--- src/rtl/spi_ram_pkg.sv ---
// Shared types for the SPI-attached RAM controller: command encoding and
// per-port pointer state.
package spi_ram_pkg;

    localparam int CMD_W = 2;

    typedef enum logic [1:0] {
        WR_ADDR = 2'b00,
        WR_DATA = 2'b01,
        RD_ADDR = 2'b10,
        RD_DATA = 2'b11
    } cmd_e;

    typedef enum logic {
        NOADDR = 1'b0,
        ARMED  = 1'b1
    } ptr_state_e;

endpackage

--- src/rtl/spi_ram_array.sv ---
// Single-port storage for spi_ram_ctrl. Synchronous write, registered
// read-first output that only changes on a read. The read register
// resets to 0; the array contents are never cleared.
module spi_ram_array #(
    parameter int WIDTH = 8,
    parameter int DEPTH = 256,
    parameter int AW    = 8
) (
    input  logic             clk,
    input  logic             rst,
    input  logic             we,
    input  logic             re,
    input  logic [AW-1:0]    addr,
    input  logic [WIDTH-1:0] wdata,
    output logic [WIDTH-1:0] rdata
);

    logic [WIDTH-1:0] mem [DEPTH];

    // Array write; no reset so the storage maps onto plain RAM.
    always_ff @(posedge clk) begin
        if (we) mem[addr] <= wdata;
    end

    // Registered read; holds its value between reads.
    always_ff @(posedge clk or posedge rst) begin
        if (rst)     rdata <= '0;
        else if (re) rdata <= mem[addr];
    end

endmodule

--- src/rtl/spi_ram_ctrl.sv ---
// Command decoder, write/read pointers, pointer FSMs and status flags for
// a RAM behind an SPI slave. Define SPI_RAM_PARITY_EN to store an even
// parity bit with every word and flag mismatches on read.
module spi_ram_ctrl
    import spi_ram_pkg::*;
#(
    parameter int DATA_W    = 8,
    parameter int ADDR_SIZE = 8,
    parameter int MEM_DEPTH = 256
) (
    input  logic              clk,
    input  logic              rst,
    input  logic [DATA_W+1:0] din,
    input  logic              rx_valid,
    output logic [DATA_W-1:0] dout,
    output logic              tx_valid,
    output logic              cmd_err,
    output logic              parity_err
);

`ifdef SPI_RAM_PARITY_EN
    localparam int MEM_W = DATA_W + 1;
`else
    localparam int MEM_W = DATA_W;
`endif

    cmd_e                 cmd;
    logic [DATA_W-1:0]    payload;
    logic [ADDR_SIZE-1:0] addr;
    logic                 addr_ok;

    ptr_state_e           wr_state, wr_state_nxt;
    ptr_state_e           rd_state, rd_state_nxt;
    logic [ADDR_SIZE-1:0] wr_ptr, wr_ptr_nxt;
    logic [ADDR_SIZE-1:0] rd_ptr, rd_ptr_nxt;

    logic                 mem_we, mem_re, err_nxt;
    logic [ADDR_SIZE-1:0] mem_addr;
    logic [MEM_W-1:0]     mem_wdata, mem_rdata;

    assign cmd     = cmd_e'(din[DATA_W+1:DATA_W]);
    assign payload = din[DATA_W-1:0];
    assign addr    = payload[ADDR_SIZE-1:0];
    assign addr_ok = ({1'b0, addr} < (ADDR_SIZE+1)'(MEM_DEPTH));

`ifdef SPI_RAM_PARITY_EN
    assign mem_wdata = {^payload, payload};
`else
    assign mem_wdata = payload;
`endif

    // Pointers wrap at the configured depth, not at the address width.
    function automatic logic [ADDR_SIZE-1:0] ptr_inc(input logic [ADDR_SIZE-1:0] p);
        return (p == ADDR_SIZE'(MEM_DEPTH - 1)) ? '0 : p + 1'b1;
    endfunction

    // Decode one command per valid cycle into pointer/FSM updates and array access.
    always_comb begin
        wr_state_nxt = wr_state;
        rd_state_nxt = rd_state;
        wr_ptr_nxt   = wr_ptr;
        rd_ptr_nxt   = rd_ptr;
        mem_we       = 1'b0;
        mem_re       = 1'b0;
        mem_addr     = wr_ptr;
        err_nxt      = 1'b0;
        if (rx_valid) begin
            case (cmd)
                WR_ADDR: begin
                    if (addr_ok) begin
                        wr_state_nxt = ARMED;
                        wr_ptr_nxt   = addr;
                    end else begin
                        err_nxt = 1'b1;
                    end
                end
                WR_DATA: begin
                    if (wr_state == ARMED) begin
                        mem_we     = 1'b1;
                        mem_addr   = wr_ptr;
                        wr_ptr_nxt = ptr_inc(wr_ptr);
                    end else begin
                        err_nxt = 1'b1;
                    end
                end
                RD_ADDR: begin
                    if (addr_ok) begin
                        rd_state_nxt = ARMED;
                        rd_ptr_nxt   = addr;
                    end else begin
                        err_nxt = 1'b1;
                    end
                end
                RD_DATA: begin
                    if (rd_state == ARMED) begin
                        mem_re     = 1'b1;
                        mem_addr   = rd_ptr;
                        rd_ptr_nxt = ptr_inc(rd_ptr);
                    end else begin
                        err_nxt = 1'b1;
                    end
                end
                default: err_nxt = 1'b1;
            endcase
        end
    end

    // State, pointers and the one-cycle status pulses.
    always_ff @(posedge clk or posedge rst) begin
        if (rst) begin
            wr_state <= NOADDR;
            rd_state <= NOADDR;
            wr_ptr   <= '0;
            rd_ptr   <= '0;
            tx_valid <= 1'b0;
            cmd_err  <= 1'b0;
        end else begin
            wr_state <= wr_state_nxt;
            rd_state <= rd_state_nxt;
            wr_ptr   <= wr_ptr_nxt;
            rd_ptr   <= rd_ptr_nxt;
            tx_valid <= mem_re;
            cmd_err  <= err_nxt;
        end
    end

    spi_ram_array #(
        .WIDTH (MEM_W),
        .DEPTH (MEM_DEPTH),
        .AW    (ADDR_SIZE)
    ) u_array (
        .clk   (clk),
        .rst   (rst),
        .we    (mem_we),
        .re    (mem_re),
        .addr  (mem_addr),
        .wdata (mem_wdata),
        .rdata (mem_rdata)
    );

    assign dout = mem_rdata[DATA_W-1:0];

`ifdef SPI_RAM_PARITY_EN
    // Stored word plus parity must have even weight.
    assign parity_err = tx_valid & (^mem_rdata);
`else
    assign parity_err = 1'b0;
`endif

endmodule

--- config.mk ---
export PLATFORM = sky130hd
export DESIGN_NAME = spi_ram_ctrl
export DESIGN_NICKNAME = d
export VERILOG_FILES = /design/src/rtl/spi_ram_pkg.sv /design/src/rtl/spi_ram_array.sv /design/src/rtl/spi_ram_ctrl.sv
export SDC_FILE = /design/constraint.sdc
export NUM_CORES = 2
export LEC_CHECK = 0
export ABC_CLOCK_PERIOD_IN_PS = 3900
export CELL_PAD_IN_SITES_DETAIL_PLACEMENT = 1
export CELL_PAD_IN_SITES_GLOBAL_PLACEMENT = 2
export CORE_MARGIN = 2
export CORE_UTILIZATION = 44
export DETAILED_ROUTE_END_ITERATION = 10
export PLACE_DENSITY_LB_ADDON = 0.1
export SLEW_MARGIN = 20
export SYNTH_ARGS = -nofsm -noshare
export SYNTH_HDL_FRONTEND = slang
export SYNTH_HIERARCHICAL = 1
export SYNTH_SLANG_ARGS = --single-unit
export TNS_END_PERCENT = 50
--- constraint.sdc ---
create_clock -name clk -period 3.9 [get_ports clk]
set_input_delay 0.39 -clock clk [delete_from_list [all_inputs] [get_ports clk]]
set_output_delay 0.39 -clock clk [all_outputs]
set_load 0.02 [all_outputs]
==> out/metrics.cfg <==
[status]
outcome = finished clean

[finish]
drive_gt1_frac = 0.3416
regArea_sq_mm = 0.06220
nFillCells = 16311
layout_common_cells = 2048 x edfxtp_1, 687 x buf_4, 502 x mux4_2
area_growth_pct = 19.37
final_common_cell = edfxtp_1
finish.utilization = 0.5289
multi_input_area_sq_mm = 0.01769
final_nets = 4647

[floorplanning]
num_rows = 157
dieHeight_microns = 433.4
core_area_sq_mm = 0.1831
die_w_microns = 433.4
die_area_sq_mm = 0.1878
initial_utilization = 0.4431
io_pins = 24

[synth]
synth_edf_count = 2048
synth_top_area_frac = 0.7581
netlist_top_cells_area = edfxtp_1 76%, mux4_2 14%, mux2i_1 1.4%
ys_ff_latch = 2076
ys_seq_area_frac = 0.7667
syn_nets = 3875
synthArstFlopShare = 0.01349
syn_area_sq_mm = 0.08113
postSynthCellCount = 3860
synth-warning-count = 6
synth_ff_type = edfxtp_1
ys_types = 68
avgSynthCellArea_sq_um = 21.02
yosys.area.top_type = edfxtp_1

[critical_path]
critPathKind = reg -> reg
crit_fanout = 11
cp-start-kind = register
required_ns = 4.69
worst_setup_path_end_kind = register
cp.arrival_ns = 4.57

[power_and_ir_drop]
combPwrFrac = 0.185
p_sw_mw = 14.52
p_seq_frac = 0.450
internal-power_mw = 40.57
powerDensity_mw_per_mm2 = 568.9
power.total_mw = 55.10
p_clk_frac = 0.366
irDropWorstVdd_mv = 0.3902
p_leak_nw = 31.59
power.share.switching = 0.2636

[sta]
fin_skew_ns = 0.03932
fin_crit_ns = 3.782
worst_slack_ns = 0.1180
period_share = 0.9698
finalSetupViolCount = 0
rsz0062_at_grt = no
slew_violations = 0
finalHoldViolCount = 0
max_slew_margin = 0.2061
worst_pin_slew_ns = 1.191
fmax_ghz = 0.2644

[placed_design]
port_buffers = 22
hpwl_mm = 166.7
globalplace.congestion = 0.8911
pre_cts_ws_ns = -0.9781

[route]
route.detailed.drc = 0
postRouteAntennaNets = 0
vias_per_cell = 5.903
drt_iter0_drc = 4244
wl_per_cell_microns = 33.90
wl_mm = 246.7
vias = 42967
first_pass_iters = 5

[cts]
cts_num_sinks = 2076
cts.clk_slew.worst_paths_ns = 0.06
cts_buffers = 214
clock_path_buffers = 3
cts_root_buffer = clkbuf_16
cts_tree = done
clock_latency_ns = 0.87
cts_hold_buffers = 0
htree_levels = 4

[flow_run]
max_cap_viol_count = 0

[global_route]
grt_usage = 0.2661
gr-total-overflow = 0
grt_pass1_wl_mm = 348.2
grt_pass1_vias = 44710
grt_max_degree = 131
antenna_found_initial = 10

[min_path]
hold_path_class = in -> reg

[registers in the layout (all words and copies together), names as in the netlist]
name,flops
u_array/rdata,8
u_array/mem,2048
rd_ptr,8
cmd_err,1
wr_state,1
tx_valid,1
wr_ptr,8
rd_state,1
[area by class of cell]
cell class / instances / area share
clock buffer: 268 / 0.05826
timing repair buffer: 783 / 0.07122
tap: 2464 / 0.03184
sequential: 2076 / 0.6423
inverter: 13 / 0.0005297
clock inverter: 128 / 0.01309
multi-input combinational: 1544 / 0.1827
antenna: 3 / 0.00007752
[cells by family (layout without fill, tap and decap cells)]
group | count (synthesis) | count (layout) | synth area share
buf+inv | 240 | 1192 | 0.01686
flops | 2076 | 2076 | 0.7667
mux | 656 | 656 | 0.1590
compound gates | 314 | 314 | 0.02603
fa+ha+maj | 2 | 2 | 0.0003084
simple gates | 571 | 571 | 0.03103
other cells | 1 | 4 | 0.00004622
[power groups by stage]
| stage | clock network [mW] | logic, mW | registers [mW] |
|---|---|---|---|
| finish | 20.2 | 10.2 | 24.8 |
| detailed placement | 0 | 10.1 | 25.2 |
| global route | 21.3 | 10.6 | 24.8 |
| floorplan | 0 | 5.02 | 25.2 |
| CTS | 20.5 | 10.2 | 24.8 |
| global placement | 0 | 10.0 | 25.2 |
[metal layers]
| metal | part of all wire | GRT usage |
|---|---|---|
| met1 | 0.41 | 0.3643 |
| met2 | 0.50 | 0.4390 |
| met3 | 0.063 | 0.04395 |
| met4 | 0.030 | 0.08282 |
| met5 | 0.00018 | 0 |
[path summary, 6_finish.rpt]
path                                from                 end  slack, ns  cells after the start
worst min register to register  wr_state            wr_state       0.54                      1
max in group asynchronous            rst           rd_ptr[5]       2.94                      2
worst max-delay path            rd_state    u_array/rdata[0]       0.12                     15
worst min-delay path              din[6]  u_array/mem[76][6]       0.13                      1
worst max register to register  rd_state    u_array/rdata[0]       0.12                     15
min in group asynchronous            rst    u_array/rdata[3]       0.22                      2
[cells in the mapped netlist (3+ instances only)]
master     instances
a221oi_1           3
mux2_2            44
o21ai_0           60
nor3_1            28
a2111oi_0         10
clkbuf_1          83
a21oi_1           41
mux4_2           502
dfrtp_1           28
nand2b_1           9
buf_2             70
buf_6             38
edfxtp_1        2048
a311oi_1           6
nand4_1            6
nand2_1          109
a211oi_1           9
inv_1             10
mux2i_1          110
a22oi_1           35
nor2b_1           18
o2111ai_1          3
nor3b_1            5
nand3_1           46
o22a_1            10
and2_1            11
a31oi_1           21
o221ai_1           9
buf_1             11
nor4_1            15
o211ai_1           6
a41oi_1            4
o2bb2ai_1          4
nor2_1           291
o22ai_1           55
or3_1              3
buf_4             25
a22o_1            11
a32oi_1            7
and3_1            20
a2bb2oi_1          3
[critical path, cell delays in order (launching register included)]
cell and delay (ns):
dfrtp_1 0.44, nand3_4 0.11, buf_4 0.20, mux2_2 0.39, buf_12 0.15, buf_12 0.16
or2_2 0.35, buf_4 0.23, a221oi_1 0.34, o21ai_0 0.29, o211ai_1 0.19, buf_4 0.18
a31oi_1 0.14, buf_4 0.17, a21boi_2 0.18, a31oi_1 0.15
[what timing repair did]
item / 4_1_cts / 5_1_grt
resized for setup: 7 / 4
buffers inserted: 0 / 9
setup endpoints to repair: 5 / 2
[per-stage QoR]
step	TNS (ns)	hold slack, ns	instance area (sq um)	instances
6_report	0	0.1315	96840	7279
5_1_grt	0	0.1616	96830	7276
4_1_cts	0	0.1257	96740	7267
3_5_place_dp	-222.85	0.5165	89800	6871
3_3_place_gp	-196.63	0.4956	89800	6871
2_1_floorplan	0	0.2057	81130	3860
Note: power is estimated with default switching activity, not from simulation.
